`src/rtl/mmb_wrr_arbitrator.sv`:
```
// Weighted round-robin arbiter that merges N burst-capable masters onto one slave port.
// Write bursts lock the port; read commands are tagged in an in-order FIFO to steer responses back.
module mmb_wrr_arbitrator #(
  parameter int AWIDTH  = 8,
  parameter int DWIDTH  = 8,
  parameter int BWIDTH  = 4,
  parameter int MASTERS = 4,
  parameter int RDPENDS = 4,
  parameter int WEIGHT  = 2
) (
  input  logic                      clk,
  input  logic                      reset_n,
  input  logic [MASTERS*AWIDTH-1:0] s_addr,
  input  logic [MASTERS*BWIDTH-1:0] s_bcnt,
  input  logic [MASTERS-1:0]        s_wreq,
  input  logic [MASTERS*DWIDTH-1:0] s_wdat,
  input  logic [MASTERS-1:0]        s_rreq,
  output logic [MASTERS*DWIDTH-1:0] s_rdat,
  output logic [MASTERS-1:0]        s_rval,
  output logic [MASTERS-1:0]        s_busy,
  output logic [AWIDTH-1:0]         m_addr,
  output logic [BWIDTH-1:0]         m_bcnt,
  output logic                      m_wreq,
  output logic [DWIDTH-1:0]         m_wdat,
  output logic                      m_rreq,
  input  logic [DWIDTH-1:0]         m_rdat,
  input  logic                      m_rval,
  input  logic                      m_busy
);
  localparam int MW = (MASTERS > 1) ? $clog2(MASTERS) : 1;
  localparam int PW = (RDPENDS > 1) ? $clog2(RDPENDS) : 1;
  localparam int CW = $clog2(RDPENDS + 1);
  localparam int KW = $clog2(WEIGHT + 1);
  localparam logic [0:0] IDLE   = 1'b0;
  localparam logic [0:0] WBURST = 1'b1;

  logic [0:0]         state_q, state_d;
  logic [MW-1:0]      owner_q, owner_d, ptr_q, ptr_d, last_q, last_d;
  logic               lastv_q, lastv_d;
  logic [KW-1:0]      credit_q, credit_d;
  logic [BWIDTH-1:0]  cnt_q, cnt_d, rcnt_q;
  logic [PW-1:0]      wp_q, rp_q;
  logic [CW-1:0]      fcnt_q;
  logic [MASTERS-1:0] fm_q [RDPENDS];
  logic [BWIDTH-1:0]  fb_q [RDPENDS];
  logic [DWIDTH-1:0]  rdat_q;
  logic [MASTERS-1:0] rval_q;

  logic [AWIDTH-1:0]  addr_a [MASTERS];
  logic [BWIDTH-1:0]  bcnt_a [MASTERS];
  logic [DWIDTH-1:0]  wdat_a [MASTERS];
  logic [MASTERS-1:0] req;
  logic [MW-1:0]      win, sel, cand;
  logic               win_vld, wr, rd, empty, full, pop, rd_block, w_acc, r_acc, cmd_acc;

  function automatic logic [MW-1:0] mnext(input logic [MW-1:0] m);
    return (int'(m) == MASTERS - 1) ? '0 : m + 1'b1;
  endfunction

  function automatic logic [PW-1:0] pnext(input logic [PW-1:0] p);
    return (int'(p) == RDPENDS - 1) ? '0 : p + 1'b1;
  endfunction

  always_comb begin
    for (int i = 0; i < MASTERS; i++) begin
      addr_a[i] = s_addr[i*AWIDTH +: AWIDTH];
      bcnt_a[i] = s_bcnt[i*BWIDTH +: BWIDTH];
      wdat_a[i] = s_wdat[i*DWIDTH +: DWIDTH];
    end
  end

  // Requests are masked while reset is held so every output sits at its reset value.
  assign req      = (s_wreq | s_rreq) & {MASTERS{reset_n}};
  assign empty    = (fcnt_q == '0);
  assign full     = (fcnt_q == CW'(RDPENDS));
  assign pop      = m_rval && !empty && (rcnt_q == fb_q[rp_q]);
  assign rd_block = full && !pop;

  // The last winner keeps priority while it still has credit; otherwise search from the pointer.
  always_comb begin
    win_vld = 1'b0;
    win     = '0;
    cand    = '0;
    if (lastv_q && req[last_q] && credit_q > KW'(1)) begin
      win_vld = 1'b1;
      win     = last_q;
    end else begin
      for (int i = MASTERS - 1; i >= 0; i--) begin
        cand = MW'((int'(ptr_q) + i) % MASTERS);
        if (req[cand]) begin
          win_vld = 1'b1;
          win     = cand;
        end
      end
    end
  end

  assign sel = (state_q == WBURST) ? owner_q : win;

  always_comb begin
    m_addr = '0;
    m_bcnt = '0;
    m_wdat = '0;
    m_wreq = 1'b0;
    m_rreq = 1'b0;
    s_busy = '1;
    wr     = 1'b0;
    rd     = 1'b0;
    if (state_q == WBURST || win_vld) begin
      wr          = s_wreq[sel];
      rd          = (state_q == IDLE) && s_rreq[sel] && !wr;
      m_addr      = addr_a[sel];
      m_bcnt      = (bcnt_a[sel] == '0) ? BWIDTH'(1) : bcnt_a[sel];
      m_wdat      = wdat_a[sel];
      m_wreq      = wr;
      m_rreq      = rd && !rd_block;
      s_busy[sel] = m_busy || (rd && rd_block);
    end
  end

  assign w_acc   = m_wreq && !m_busy;
  assign r_acc   = m_rreq && !m_busy;
  assign cmd_acc = (state_q == IDLE) && (w_acc || r_acc);

  always_comb begin
    state_d = state_q;
    owner_d = owner_q;
    cnt_d   = cnt_q;
    if (state_q == IDLE) begin
      if (w_acc && m_bcnt > BWIDTH'(1)) begin
        state_d = WBURST;
        owner_d = win;
        cnt_d   = m_bcnt - 1'b1;
      end
    end else if (w_acc) begin
      cnt_d = cnt_q - 1'b1;
      if (cnt_q == BWIDTH'(1)) state_d = IDLE;
    end
  end

  // A write burst is charged once, on its first beat, since only IDLE-state accepts count.
  always_comb begin
    ptr_d    = ptr_q;
    credit_d = credit_q;
    last_d   = last_q;
    lastv_d  = lastv_q;
    if (cmd_acc) begin
      if (lastv_q && win == last_q && credit_q > KW'(1)) begin
        credit_d = credit_q - 1'b1;
      end else begin
        ptr_d    = mnext(win);
        credit_d = KW'(WEIGHT);
      end
      last_d  = win;
      lastv_d = 1'b1;
    end else if (state_q == IDLE && lastv_q && !req[last_q]) begin
      ptr_d    = mnext(last_q);
      credit_d = KW'(WEIGHT);
      lastv_d  = 1'b0;
    end
  end

  always_ff @(posedge clk) begin
    if (r_acc) begin
      fm_q[wp_q] <= MASTERS'(1) << win;
      fb_q[wp_q] <= m_bcnt;
    end
  end

  always_ff @(posedge clk or negedge reset_n) begin
    if (!reset_n) begin
      state_q  <= IDLE;
      owner_q  <= '0;
      cnt_q    <= '0;
      ptr_q    <= '0;
      last_q   <= '0;
      lastv_q  <= 1'b0;
      credit_q <= KW'(WEIGHT);
      wp_q     <= '0;
      rp_q     <= '0;
      fcnt_q   <= '0;
      rcnt_q   <= BWIDTH'(1);
      rdat_q   <= '0;
      rval_q   <= '0;
    end else begin
      state_q  <= state_d;
      owner_q  <= owner_d;
      cnt_q    <= cnt_d;
      ptr_q    <= ptr_d;
      last_q   <= last_d;
      lastv_q  <= lastv_d;
      credit_q <= credit_d;
      if (r_acc) wp_q <= pnext(wp_q);
      if (pop)   rp_q <= pnext(rp_q);
      case ({r_acc, pop})
        2'b10:   fcnt_q <= fcnt_q + 1'b1;
        2'b01:   fcnt_q <= fcnt_q - 1'b1;
        default: fcnt_q <= fcnt_q;
      endcase
      if (m_rval && !empty) rcnt_q <= pop ? BWIDTH'(1) : rcnt_q + 1'b1;
      rdat_q <= m_rdat;
      rval_q <= fm_q[rp_q] & {MASTERS{m_rval && !empty}};
    end
  end

  assign s_rdat = {MASTERS{rdat_q}};
  assign s_rval = rval_q;

endmodule

```
`config.mk`:
```
export PLATFORM = sky130hd
export DESIGN_NAME = mmb_wrr_arbitrator
export DESIGN_NICKNAME = d
export VERILOG_FILES = /design/src/rtl/mmb_wrr_arbitrator.sv
export SDC_FILE = /design/constraint.sdc
export NUM_CORES = 1
export LEC_CHECK = 0
export BUFFER_PORTS_ARGS = -buffer_cell sky130_fd_sc_hd__buf_4
export CORE_MARGIN = 3
export CORE_UTILIZATION = 40
export DETAILED_ROUTE_END_ITERATION = 16
export GPL_ROUTABILITY_DRIVEN = 0
export GPL_TIMING_DRIVEN = 0
export PLACE_DENSITY = 0.69
export SLEW_MARGIN = 30
export SYNTH_ARGS = -nofsm -noshare
export SYNTH_HDL_FRONTEND = slang
export SYNTH_SLANG_ARGS = --single-unit
```
`constraint.sdc`:
```
create_clock -name clk -period 6.3 [get_ports clk]
set_input_delay 0 -clock clk [delete_from_list [all_inputs] [get_ports clk]]
set_output_delay 0 -clock clk [all_outputs]
set_load 0.005 [all_outputs]
```
==> out/summary.md <==
The clock tree synthesis step divided the H-tree into 3 levels. The clock-pin slew on the worst setup and hold paths came out at 0.06 ns. Setup repair after global routing left no endpoint under its margin. At the pin with the least slew margin, the transition time is 0.691 ns. TritonCTS built the clock tree. Maximum fanout along the worst path: 10.

Once layout is complete, the cells apart from fillers number 799. For this run, the slowest stage of the critical path takes 0.57 ns. In this run the vertical extent of the chip is 114 um.

The switching power total is 1.06 mW, and the post-synthesis async set-or-reset flop share is 0.536. Instance area at placement: 6020 um^2. The area share of the leading cell type in the synthesized netlist is 0.207, and the TritonCTS buffer count is 9.

The number of port buffers is 161, and the routed wirelength normalized by instance count is 16.8 um. Setup violations remaining at the end of the flow were counted as 0. After layout, the minimum clock period comes to 4.78 ns.

In this run, placement finished with an instance count of 774. The tools report the fraction of power consumed by the clock network as 0.194. Cell at the slowest stage of the critical path: nor4b_2.

In this run, synthesis produced a sequential element count of 69. After detailed routing, the total wire length is 13.4 mm. The floorplan step defined a die boundary enclosing 12900 um^2. Layout overhead on the synthesized area: 38.6%.

The count of mapped cells out of synthesis is 473, and the effective utilization at floorplan is 0.418. For this run, the number of Yosys warnings is 0. The clock reaches the later pin of the worst-skew pair after 0.32 ns.

The critical path data arrival time is 4.98 ns, and the total of fill cells in the finished design is 967. The count of pins over their slew limit came out at 0. The worst setup path is launched from a flip-flop. The run gives 0.408 as the proportion of synthesized chip area in sequential cells. The pin count of the biggest net entering global routing was 46.

Number of antenna violations at the first check in global routing: 0. Dividing the detail-routed via count by the number of cells gives 5.47. Timing would allow up to 209 MHz. The portion of the clock cycle consumed by the worst path in the final layout is 0.759. Sorting the synthesized cells by area gives the leading types as edfxtp_1 (21%), dfrtp_1 (19%), nand2_1 (6.8%), mux4_2 (4.9%), ha_1 (4.6%). The tree built by TritonCTS fans out to 69 sinks. The post-synthesis average cell area is 9.80 um^2. Once detail routing completed, the nets flagged for antenna violations numbered 0. For the internal power summed over all cells, the log shows 1.63 mW. Walking the worst path, the cells encountered are inv_1 > ha_1 > and3b_1 > nor4b_2 > nor2_1 > o21ai_0 > and2_1 > clkbuf_1 > a31oi_1 > o21bai_1 > nor2b_1 > ha_1 > nor2_1 > o21ai_1 > mux2_2. The net switching fraction of the power is 0.393. The run gives 0.538 as the worst slew slack as a fraction of its limit. Counting along the longest clock path gives a buffer depth of 2.

The fraction of final layout cells with drive strength greater than 1 is 0.357. The flow ran to the end, and the final reports show no timing, DRC or antenna violations. The areal power density over the cells is 418 nW/um^2. The final total negative setup slack is 0 ns, and the largest voltage drop on the vdd net is 0.272 mV.

The logs give 591 for the net count of the mapped netlist and 0.580 for the share of the core filled with cells. The path class of the tightest hold or removal check is primary input to flip-flop. In the routed design, unresolved DRC markers number 0. The overall track demand over capacity in global routing came out at 0.209. The logs give 0 for the number of diodes added for antenna fixing and 1890 um^2 for the footprint of the flip-flops and latches.

In the layout the commonest cells are buf_4 (186), nand2_1 (84), dfrtp_1 (35). The tools report the via count of the first global-routing pass as 4557. The final worst clock skew is 0.00836 ns, and the number of distinct standard cells referenced by the synthesized netlist is 71. Max-cap violations in this run came to 0. By startpoint and endpoint, the worst setup path is classified as flip-flop to flip-flop. The tree is rooted in a clkbuf_16. In this run the standard cell core region covers 11100 um^2.

The run gives 162 as the boundary pin count. edfxtp_1 takes more of the synthesized area than any other cell. The sequential fraction of design power was 0.255. The first detailed-routing pass ran for 4 iterations. Net count reported at finish: 772. After global routing the overflow that remains totals 0. The final number of hold-violating endpoints came out at 0. In this run, synthesis inferred 32 flip-flops with an integrated enable.

Among all flip-flop cells after synthesis, the most frequent one is dfrtp_1. STA classifies the critical path endpoint as a flip-flop. For this design the static power due to leakage is 2.89 nW.

For the worst setup path, the data required time is 6.50 ns. The run gives 4367 as the vias after detailed routing. The logic gate share of total power is 0.551, and the wire length of the first global-routing pass is 21.9 mm. The run gives 4630 um^2 as the summed instance area of the synthesized netlist. Chip width: 114 um. The detailed router finished its first iteration with 276 violations.

The tools report the standard-cell row count as 38. For the area taken by multi-input logic gates, the log shows 2390 um^2. With fillers left out, the area of the finished cells amounts to 6420 um^2.

Final hold analysis gives a worst-case slack of 0.0218 ns. Leaving out fill and tap cells, the most frequent cell in the layout is buf_4. Summed over all nets, the half-perimeter wirelength after detailed placement is 10.5 mm.
[worst max-delay path, delay by kind of cell (launching register included)]
family | cells | cell delay (ns)
AND/OR/NAND/NOR | 6 | 1.73
multiplexers | 1 | 0.39
flip-flops | 1 | 0.52
AO/OA/AOI/OAI | 4 | 1.15
buffers and inverters | 2 | 0.45
adder cells (fa/ha/maj) | 2 | 0.41
[stage by stage]
step                      power (mW)  worst slack [ns]
after floorplan                 1.61              2.48
after global placement          2.11              1.70
after detailed placement        2.16              1.60
after CTS                       2.70              1.58
after global routing            2.89              1.13
final                           2.68              1.52
[registers in the layout, summed over array words and instances (netlist names), 3 cells and up]
name    flops
cnt_q       4
fcnt_q      3
fb_q       16
s_rval      4
fm_q       16
rdat_q      8
rcnt_q      4
[repair_timing]
item	in CTS	in global routing
setup buffers	0	0
hold endpoints to repair	43	0
hold buffers	9	0
resized for setup	0	0
[power groups by stage]
stage | Combinational, mW | Sequential [mW] | Clock [mW]
floorplan | 0.938 | 0.668 | 0
detailed placement | 1.47 | 0.689 | 0
global route | 1.64 | 0.697 | 0.547
CTS | 1.49 | 0.683 | 0.528
global placement | 1.42 | 0.683 | 0
finish | 1.48 | 0.685 | 0.520
[cells in the mapped netlist, types with 3 or more instances]
cell,number
xnor2_1,7
mux4_2,10
ha_1,17
nor2_1,23
nand2_1,84
dfrtp_1,35
mux2i_1,7
and3_1,20
a311oi_1,19
a21oi_1,12
edfxtp_1,32
clkbuf_1,17
and2_1,13
nor3_1,7
nand2b_1,6
o22ai_1,4
o21ai_0,9
nand3_1,6
inv_1,21
nor4b_1,4
buf_4,25
nand4_1,8
xor2_1,4
nor2b_1,5
a31oi_1,5
mux2_2,7
o211ai_1,3
o31ai_1,4
[metal layers]
layer,global-route usage,vias to the layer above,share of wire
met4,0.0673,0,0.025
li1,-,2074,-
met1,0.253,2091,0.40
met5,0,-,0
met3,0.0446,30,0.065
met2,0.372,172,0.51
[final timing paths]
check                            start          to  slack, ns  cells past startpoint
setup reg to reg           credit_q[1]  owner_q[1]       1.52                     15
hold / removal                  m_rval   rcnt_q[1]       0.02                      4
max in group asynchronous      reset_n  owner_q[1]       5.69                      2
hold reg to reg              fcnt_q[2]   fcnt_q[2]       0.52                      1
min in group asynchronous      reset_n     rp_q[0]       0.22                      2
setup / recovery           credit_q[1]  owner_q[1]       1.52                     15
[cell type report]
type                            instances  share of cell area
Buffer                                 45              0.0425
Multi-Input combinational cell        337               0.373
Clock inverter                          5              0.0117
Tap cell                              140              0.0273
Inverter                               22              0.0129
Sequential cell                        69               0.294
Clock buffer                           11              0.0362
Timing Repair Buffer                  170               0.202
[cells by family after synthesis]
logic type	count (synthesis)	synth area share
flops	69	0.408
fa+ha+maj	18	0.0502
xor+xnor	11	0.0208
buf+inv	67	0.0767
mux	27	0.0897
simple gates	192	0.212
compound gates	89	0.143
No activity file was read; power rests on OpenSTA's default activity.
